`src/rtl/fft_consts_pkg.sv`:
```
// Shared FFT constants, complex sample type and twiddle addressing.
// Used by the twiddle sequencer, its ROM and the bench model.
package fft_consts;

    localparam int N_LOG2     = 4;
    localparam int N          = 1 << N_LOG2;
    localparam int DW         = 16;
    localparam int DW_COMPLEX = 2 * DW;
    localparam int AW         = N_LOG2 - 1;

    typedef struct packed {
        logic signed [DW-1:0] i;
        logic signed [DW-1:0] r;
    } complex_t;

    typedef logic [AW-1:0] tw_addr_t;

    typedef enum logic [1:0] {
        TW_IDLE,
        TW_RUN,
        TW_DONE
    } tw_state_e;

    // Stage s uses 2^s distinct twiddles, spaced N/2^(s+1) apart in the ROM.
    function automatic tw_addr_t tw_addr(input int s, input int b);
        int j;
        j = b & ((1 << s) - 1);
        return tw_addr_t'(j << (AW - s));
    endfunction

endpackage

```
`src/rtl/twiddle_rom.sv`:
```
// Synchronous twiddle ROM, W_N^k = cos(2pi k/N) - j sin(2pi k/N), k < N/2.
// Q1.15 entries, symmetric saturation at +/-32767.
module twiddle_rom
    import fft_consts::*;
(
    input  logic     clk,
    input  tw_addr_t addr,
    output complex_t data_out
);

    localparam logic [DW_COMPLEX-1:0] LUT [0:N/2-1] = '{
        32'h0000_7FFF,
        32'hCF04_7642,
        32'hA57E_5A82,
        32'h89BE_30FC,
        32'h8001_0000,
        32'h89BE_CF04,
        32'hA57E_A57E,
        32'hCF04_89BE
    };

    always_ff @(posedge clk) begin
        data_out <= complex_t'(LUT[addr]);
    end

endmodule

```
`src/rtl/twiddle_addr_gen.sv`:
```
// Walks every radix-2 DIT stage and streams one twiddle per butterfly.
// ROM is addressed from next-state counters so its data lines up with them.
module twiddle_addr_gen
    import fft_consts::*;
#(
    parameter int N_STAGES = N_LOG2,
    parameter int STAGE_W  = (N_LOG2 > 1) ? $clog2(N_LOG2) : 1
) (
    input  logic               clk,
    input  logic               rst_n,
    input  logic               start,
    output logic               busy,
    output logic               done,
    output logic               tw_valid,
    input  logic               tw_ready,
    output complex_t           tw_data,
    output logic [STAGE_W-1:0] tw_stage,
    output logic [AW-1:0]      tw_bfly,
    output logic               tw_last
);

    localparam logic [STAGE_W-1:0] S_LAST = STAGE_W'(N_STAGES - 1);
    localparam tw_addr_t           B_LAST = tw_addr_t'(N / 2 - 1);

    tw_state_e          state;
    logic [STAGE_W-1:0] s_d;
    tw_addr_t           b_d;
    tw_addr_t           rom_addr;
    logic               fire;
    logic               stage_end;
    logic               run_end;

    assign fire      = tw_valid & tw_ready;
    assign stage_end = (tw_bfly == B_LAST);
    assign run_end   = stage_end & (tw_stage == S_LAST);

    always_comb begin
        s_d = tw_stage;
        b_d = tw_bfly;
        if (state == TW_IDLE && start) begin
            s_d = '0;
            b_d = '0;
        end else if (fire) begin
            if (run_end) begin
                s_d = '0;
                b_d = '0;
            end else if (stage_end) begin
                s_d = tw_stage + STAGE_W'(1);
                b_d = '0;
            end else begin
                b_d = tw_bfly + tw_addr_t'(1);
            end
        end
    end

    // A stall holds (s,b), so the ROM keeps re-reading the same word.
    assign rom_addr = tw_addr(int'(s_d), int'(b_d));

    twiddle_rom u_rom (
        .clk      (clk),
        .addr     (rom_addr),
        .data_out (tw_data)
    );

    always_ff @(posedge clk) begin
        if (!rst_n) begin
            state    <= TW_IDLE;
            busy     <= 1'b0;
            done     <= 1'b0;
            tw_valid <= 1'b0;
            tw_stage <= '0;
            tw_bfly  <= '0;
            tw_last  <= 1'b0;
        end else begin
            tw_stage <= s_d;
            tw_bfly  <= b_d;
            tw_last  <= (b_d == B_LAST);
            unique case (state)
                TW_IDLE: begin
                    done <= 1'b0;
                    if (start) begin
                        state    <= TW_RUN;
                        busy     <= 1'b1;
                        tw_valid <= 1'b1;
                    end
                end
                TW_RUN: begin
                    if (fire && run_end) begin
                        state    <= TW_DONE;
                        busy     <= 1'b0;
                        tw_valid <= 1'b0;
                        done     <= 1'b1;
                    end
                end
                TW_DONE: begin
                    state <= TW_IDLE;
                    done  <= 1'b0;
                end
                default: begin
                    state    <= TW_IDLE;
                    busy     <= 1'b0;
                    done     <= 1'b0;
                    tw_valid <= 1'b0;
                end
            endcase
        end
    end

endmodule

```
`config.mk`:
```
export PLATFORM = sky130hd
export DESIGN_NAME = twiddle_addr_gen
export DESIGN_NICKNAME = d
export VERILOG_FILES = /design/src/rtl/fft_consts_pkg.sv /design/src/rtl/twiddle_rom.sv /design/src/rtl/twiddle_addr_gen.sv
export SDC_FILE = /design/constraint.sdc
export NUM_CORES = 1
export LEC_CHECK = 0
export CORE_MARGIN = 3
export CORE_UTILIZATION = 41
export CTS_CLUSTER_SIZE = 24
export DETAILED_ROUTE_END_ITERATION = 16
export GPL_ROUTABILITY_DRIVEN = 0
export HOLD_SLACK_MARGIN = 0.03
export PLACE_DENSITY = 0.75
export SYNTH_ARGS = -nofsm -noshare
export SYNTH_HDL_FRONTEND = slang
export SYNTH_SLANG_ARGS = --single-unit
```
`constraint.sdc`:
```
create_clock -name clk -period 2.35 [get_ports clk]
set_clock_uncertainty 0.15 [all_clocks]
set_input_delay 0.5875 -clock clk [delete_from_list [all_inputs] [get_ports clk]]
set_output_delay 0.5875 -clock clk [all_outputs]
set_load 0.02 [all_outputs]
```
==> metrics, run 1 <==
slowest CP cell=clkdlybuf4s50_1; R2R setup slack=0.10 ns; Pleak=0.908 nW; synth warn=0; io pins=45; most common cell after layout, fill and taps aside=clkdlybuf4s50_1; commonest cells after routing, fill and taps aside=clkdlybuf4s50_1, buf_4, dfxtp_1, nor2_1, nand2_1; share of cells above drive strength 1=a little under a third; Max FO, Critical Path=4; num rows=20; # DRC=0; Antenna diodes=0; hold endpoint=done; first-pass GRT wire length=5.14 mm; largest cells by area after synthesis=dfxtp_1, ha_1, buf_4; Hold Crit Class=reg -> reg; clock tree buffer depth=2; Initial DRT Pass Iterations=4; Vias/cell=roughly 5.0; First DRT Iteration DRCs=29; sequential area share after synthesis=between 40 and 50%; crit-path cells=clkdlybuf4s50_1 > or3b_1 > nand2_1 > nor2_1 > nand2_2 > inv_1 > ha_1 > mux2_4; Post-synth EDFFs=0; CTS H-Tree Depth=2; Total GRT Usage=16.2%; Syn Inst Count=140; synth unique cells=34; CP max stage delay=0.49 ns; Worst Path Arrival=roughly 2.3 ns; #FFs+latches synth=31; dpl cells=242; DR WL/cell=12.8 um; Max Cap Violations=0; Finished Cell Area=2140 um2; largest net degree at the start of global routing=10; FF-to-FF Start=tw_bfly[0]; Final Max Slew Viols=0; pre-CTS setup slack=-0.441 ns; DIE AREA=roughly 4100 um2; hpwl dp=2.49 mm; CTS tree=built; die span in y=64.1 um; Critical Path RT=2.42 ns; startpoint types=input pin; Sink Count=31; worst path bufs/invs=2; initial antenna violation count=0; Peak Freq=~440 MHz; area leader, netlist=dfxtp_1; vias in the first global route=1196; reg2reg end=u_rom.data_out[23]; Top FF cell, synth=dfxtp_1; delay-heaviest family, CP=simple AND/OR/NAND/NOR gates; Finished Layout Cells=250; Crit. End Element=flip-flop; share of Yosys cell area claimed by the top area cell type=44.8%; hold depth=2; unrepaired setup endpoints after global routing=no; post-synthesis net count=154; maximum vdd drop=0.315 mV; # port buffers=43; post-route antenna net violation count=0; area grow syn2layout=54.8%; period utilization=96.5%; CTS clk-pin slew, worst paths=0.09 ns; CORE AREA=3130 um2; CTS buffer count=5; Overflow after GRT=0; PwrDens=441 nW/um2; Worst-Skew Late Latency=0.32 ns; Setup Fix Bufs, Post-CTS=0; outcome=completed; average cell area after synthesis=9.88 um2; worst setup path class=in -> reg; Post-Place Cell Area=2000 um2; final setup vio count=0; ys async rst share=0%; CTS root buffer=clkbuf_4; final hold violations=0; chip width=64.1 um; HP Start=done; Vias=1241; final wirelength=3.21 mm; Final nets=219; Post-Syn Area=about 1400 um2; min Tclk post-route=between 2 and 2.5 ns; Worst Slack Setup Final=~0.083 ns; Starting Density=44.2%; Reg2Reg Depth=9
## worst max-delay path by stage
stage	from	end	slack, ns	cells past startpoint
floorplan	tw_bfly[1]	u_rom.data_out[23]	0.003	9
global placement	tw_ready	u_rom.data_out[25]	-0.38	7
detailed placement	tw_ready	u_rom.data_out[8]	-0.44	10
CTS	tw_bfly[0]	u_rom.data_out[10]	0.004	10
global route	start	u_rom.data_out[8]	0.02	7
finish	start	u_rom.data_out[23]	0.08	8
## routing by layer
layer,vias to the layer above,global-route usage [%],part of all wire [%]
met3,6,5.98,7.4
met2,55,29.9,53
li1,595,-,-
met4,0,7.65,1.5
met1,585,15.8,38
met5,-,0,0
## cell families (layout without fill, tap and decap cells)
kind of cell,count (synthesis),count (layout),synth area share [%]
buffers and inverters,22,88,10.1
and+or+nand+nor,45,45,17.2
xor gates and xnor gates,1,1,0.633
adders and majority gates,10,10,9.04
DFF,31,31,44.8
other,1,1,0.271
AOI/OAI and AO/OA,19,19,8.14
muxes,11,11,9.76
## synthesized netlist by cell type (2+ instances only)
cell type,number
dfxtp_1,31
mux2_4,3
a21boi_0,2
o21ai_0,7
mux2i_2,2
inv_1,7
and3_1,3
ha_1,10
nor4_1,2
a21o_1,2
nor2_1,17
mux2_2,2
mux2i_1,4
a21oi_1,5
nand2_1,9
nand4_1,2
and2_1,3
buf_4,12
nand3_1,2
## flip-flops by register name (all words and copies together), names as in the netlist
name / cells
done: 1
state: 2
tw_bfly: 3
tw_last: 1
tw_stage: 2
tw_valid: 1
u_rom.data_out: 21
## where the power goes
group,internal (mW),leakage [nW],switching [mW]
logic,0.0367,0.617,0.0330
clock network,0.176,0.0386,0.164
registers,0.529,0.252,0.00633
total,0.742,0.908,0.204
## worst min-delay path: cells and delay by family, from the launching register on
kind,cells,cell delay (ns)
DFF,1,0.33
and+or+nand+nor,2,0.14
## per-stage QoR
stage	hold WS (ns)	util, %	TNS (ns)	power, mW
4_1_cts	0.351	66.6	0	0.957
2_1_floorplan	0.346	-	0	0.577
3_3_place_gp	0.303	63.9	-4.61	0.612
6_report	0.351	68.5	0	0.945
5_1_grt	0.388	68.5	0	0.984
3_5_place_dp	0.334	63.9	-5.68	0.614
## final cells by class
cell class / count / area (um2)
repair buffers: 72 / 647
well taps: 44 / 55.1
multi-input cells: 87 / 711
fillers: 242 / 986
clock buffers: 8 / 68.8
flip-flops and latches: 31 / 626
inverters: 8 / 35.0
## timing repair
action                     4_1_cts  5_1_grt
cloned                           0        0
pin swaps                        1        2
hold buffers                     0        0
resized for setup                6       16
setup endpoints to repair        9       11
(Power assumes the default switching activity.)
==> run 2, diff against run 1 <==
--- a/config.mk
+++ b/config.mk
@@ -9,7 +9,6 @@
 export CORE_UTILIZATION = 41
 export CTS_CLUSTER_SIZE = 24
 export DETAILED_ROUTE_END_ITERATION = 16
-export GPL_ROUTABILITY_DRIVEN = 0
 export HOLD_SLACK_MARGIN = 0.03
 export PLACE_DENSITY = 0.75
 export SYNTH_ARGS = -nofsm -noshare
==> results of run 2 <==
The final DEF is identical to that of run 1; final timing and power are the same.
==> run 3, diff against run 2 <==
--- a/config.mk
+++ b/config.mk
@@ -6,11 +6,13 @@
 export NUM_CORES = 1
 export LEC_CHECK = 0
 export CORE_MARGIN = 3
-export CORE_UTILIZATION = 41
+export CORE_UTILIZATION = 42
+export CTS_BUF_LIST = sky130_fd_sc_hd__clkbuf_8
 export CTS_CLUSTER_SIZE = 24
 export DETAILED_ROUTE_END_ITERATION = 16
 export HOLD_SLACK_MARGIN = 0.03
-export PLACE_DENSITY = 0.75
+export PLACE_DENSITY = 0.77
+export SLEW_MARGIN = 20
 export SYNTH_ARGS = -nofsm -noshare
 export SYNTH_HDL_FRONTEND = slang
 export SYNTH_SLANG_ARGS = --single-unit
==> run 3 against run 2 <==
Worst setup slack improved by 0.025 ns. Hold slack got worse by 0.021 ns. Maximum frequency increased by 1.1%. Register-to-register slack about the same. Clock power increased by 18%. Critical path depth unchanged. Die area decreased by 2.2%. Wire length decreased by 5.7%. Cell area increased by 0.18%. Power increased by 6.3%. Critical endpoint is now u_rom.data_out[8].
==> metrics, run 3 (same netlist as run 1, synthesis figures left out) <==
outcome=completed; DR WL/cell=12.1 um (-5.7%); Hold Crit Class=reg -> reg; Total GRT Usage=16.2% (-0.063 points); # DRC=0 (unchanged); Peak Freq=446 MHz (+1.1%); Finished Layout Cells=250 (unchanged); most common cell after layout, fill and taps aside=clkdlybuf4s50_1; Post-Route Utilization=69.2% (+0.67 points); hpwl dp=2.41 mm (-3.5%); share of cells above drive strength 1=28.2% (-2.9 points); vias in the first global route=1238 (+3.5%); initial antenna violation count=0 (unchanged); CTS tree=built; Vias=1187 (-4.4%); Final nets=220 (+0.46%); Vias/cell=4.75 (-4.4%); HP Start=done; io pins=45 (unchanged); Antenna diodes=0 (unchanged); DIE AREA=4020 um2 (-2.2%); PwrDens=468 nW/um2 (+6.2%); RD Place Congestion=between 0.8 and 0.9; startpoint types=flip-flop; Final Max Slew Viols=0 (unchanged); Reg2Reg Depth=8 (-1); clock tree buffer depth=2 (unchanged); Sink Count=31 (unchanged); maximum vdd drop=0.355 mV (+13%); Critical Path Source=tw_bfly[0]; CTS Hold Bufs=0 (unchanged); Starting Density=44.6% (+0.36 points); Worst Slack Setup Final=0.108 ns (+0.0252 ns); CTS buffer count=5 (unchanged); Crit. End Element=flip-flop; Max Cap Violations=0 (unchanged); CTS root buffer=clkbuf_8; first-pass GRT wire length=5.06 mm (-1.6%); pre-CTS setup slack=-0.497 ns (-0.0564 ns); Critical Path RT=2.36 ns (-0.06 ns); commonest cells after routing, fill and taps aside=clkdlybuf4s50_1, dfxtp_1, buf_4, nor2_1; First DRT Iteration DRCs=12 (-59%); FF-to-FF Start=tw_bfly[0]; worst setup path class=reg -> reg; CTS H-Tree Depth=2 (unchanged); final hold violations=0 (unchanged); final setup vio count=0 (unchanged); Initial DRT Pass Iterations=4 (unchanged); CORE AREA=3100 um2 (-0.80%); hold depth=2 (unchanged); max reg flops=21 (unchanged); largest net degree at the start of global routing=11 (+1); # port buffers=43 (unchanged); die span in y=63.4 um (-1.1%); Largest regs=u_rom.data_out (21), tw_bfly (3); Worst Path Arrival=2.25 ns (-0.09 ns); Pleak=0.935 nW (+2.9%); CTS clk-pin slew, worst paths=0.06 ns (-0.03 ns); Max FO, Critical Path=5 (+1); Overflow after GRT=0 (unchanged); min Tclk post-route=2.24 ns (-0.0252 ns); final wirelength=3.03 mm (-5.7%); area grow syn2layout=55.1%; num rows=20 (unchanged); Worst Hold Slack=0.330 ns (-0.0211 ns); period utilization=95.4% (-1.1 points); Biggest register=u_rom.data_out; dpl cells=241 (-0.41%); Worst-Skew Late Latency=0.28 ns (-0.04 ns); chip width=63.4 um (-1.1%); post-route antenna net violation count=0 (unchanged)
-- run 3: critical path, stage by stage (launching register included) --
cell and delay [ns]:
dfxtp_2 0.33, ha_2 0.19, ha_4 0.16, nand3_4 0.11, mux2_4 0.37, mux2i_4 0.21
a21o_4 0.26, clkinv_4 0.07, mux2_4 0.29
-- run 3: area by class of cell --
cell class,instances,area [um2]
fillers,286,957
multi-input cells,87,684
repair buffers,73,661
flip-flops and latches,31,623
clock buffers,6,82.6
well taps,44,55.1
inverters,8,35.0
clock inverters,1,5.00
-- run 3: routing by layer --
layer	part of all wire (%)	GRT usage [%]	routed length, um	vias to the layer above
li1	-	-	-	591
met1	38	15.4	1140	549
met2	54	30.0	1620	39
met3	5.6	4.99	169	8
met4	2.9	9.43	89	0
met5	0	0	0	-
-- run 3: final timing paths --
check                                    endpoint  slack [ns]
worst max register to register  u_rom.data_out[8]        0.11
worst min register to register               done        0.33
worst max-delay path            u_rom.data_out[8]        0.11
worst min-delay path                         done        0.33
-- run 3: timing repair --
| item | 4_1_cts | 5_1_grt |
|---|---|---|
| pin swaps | 1 | 2 |
| gates cloned | 0 | 0 |
| endpoints found under the setup margin | 14 | 11 |
| gates resized for setup | 3 | 11 |
| setup buffers | 0 | 2 |
-- run 3: where the power goes --
| part | total (mW) | switching, mW | internal, mW |
|---|---|---|---|
| registers | 0.537 | 0.00705 | 0.530 |
| logic | 0.0664 | 0.0315 | 0.0349 |
| clock network | 0.402 | 0.173 | 0.229 |
| total | 1.01 | 0.212 | 0.793 |
-- run 3: per-stage QoR --
| stage | TNS, ns | cell area [um2] | total power, mW |
|---|---|---|---|
| detailed placement | -6.80 | 1990 | 0.609 |
| CTS | 0 | 2090 | 1.01 |
| global route | -0.00340 | 2150 | 1.05 |
| global placement | -5.27 | 1990 | 0.607 |
| floorplan | 0 | 1400 | 0.577 |
| finish | 0 | 2150 | 1.01 |
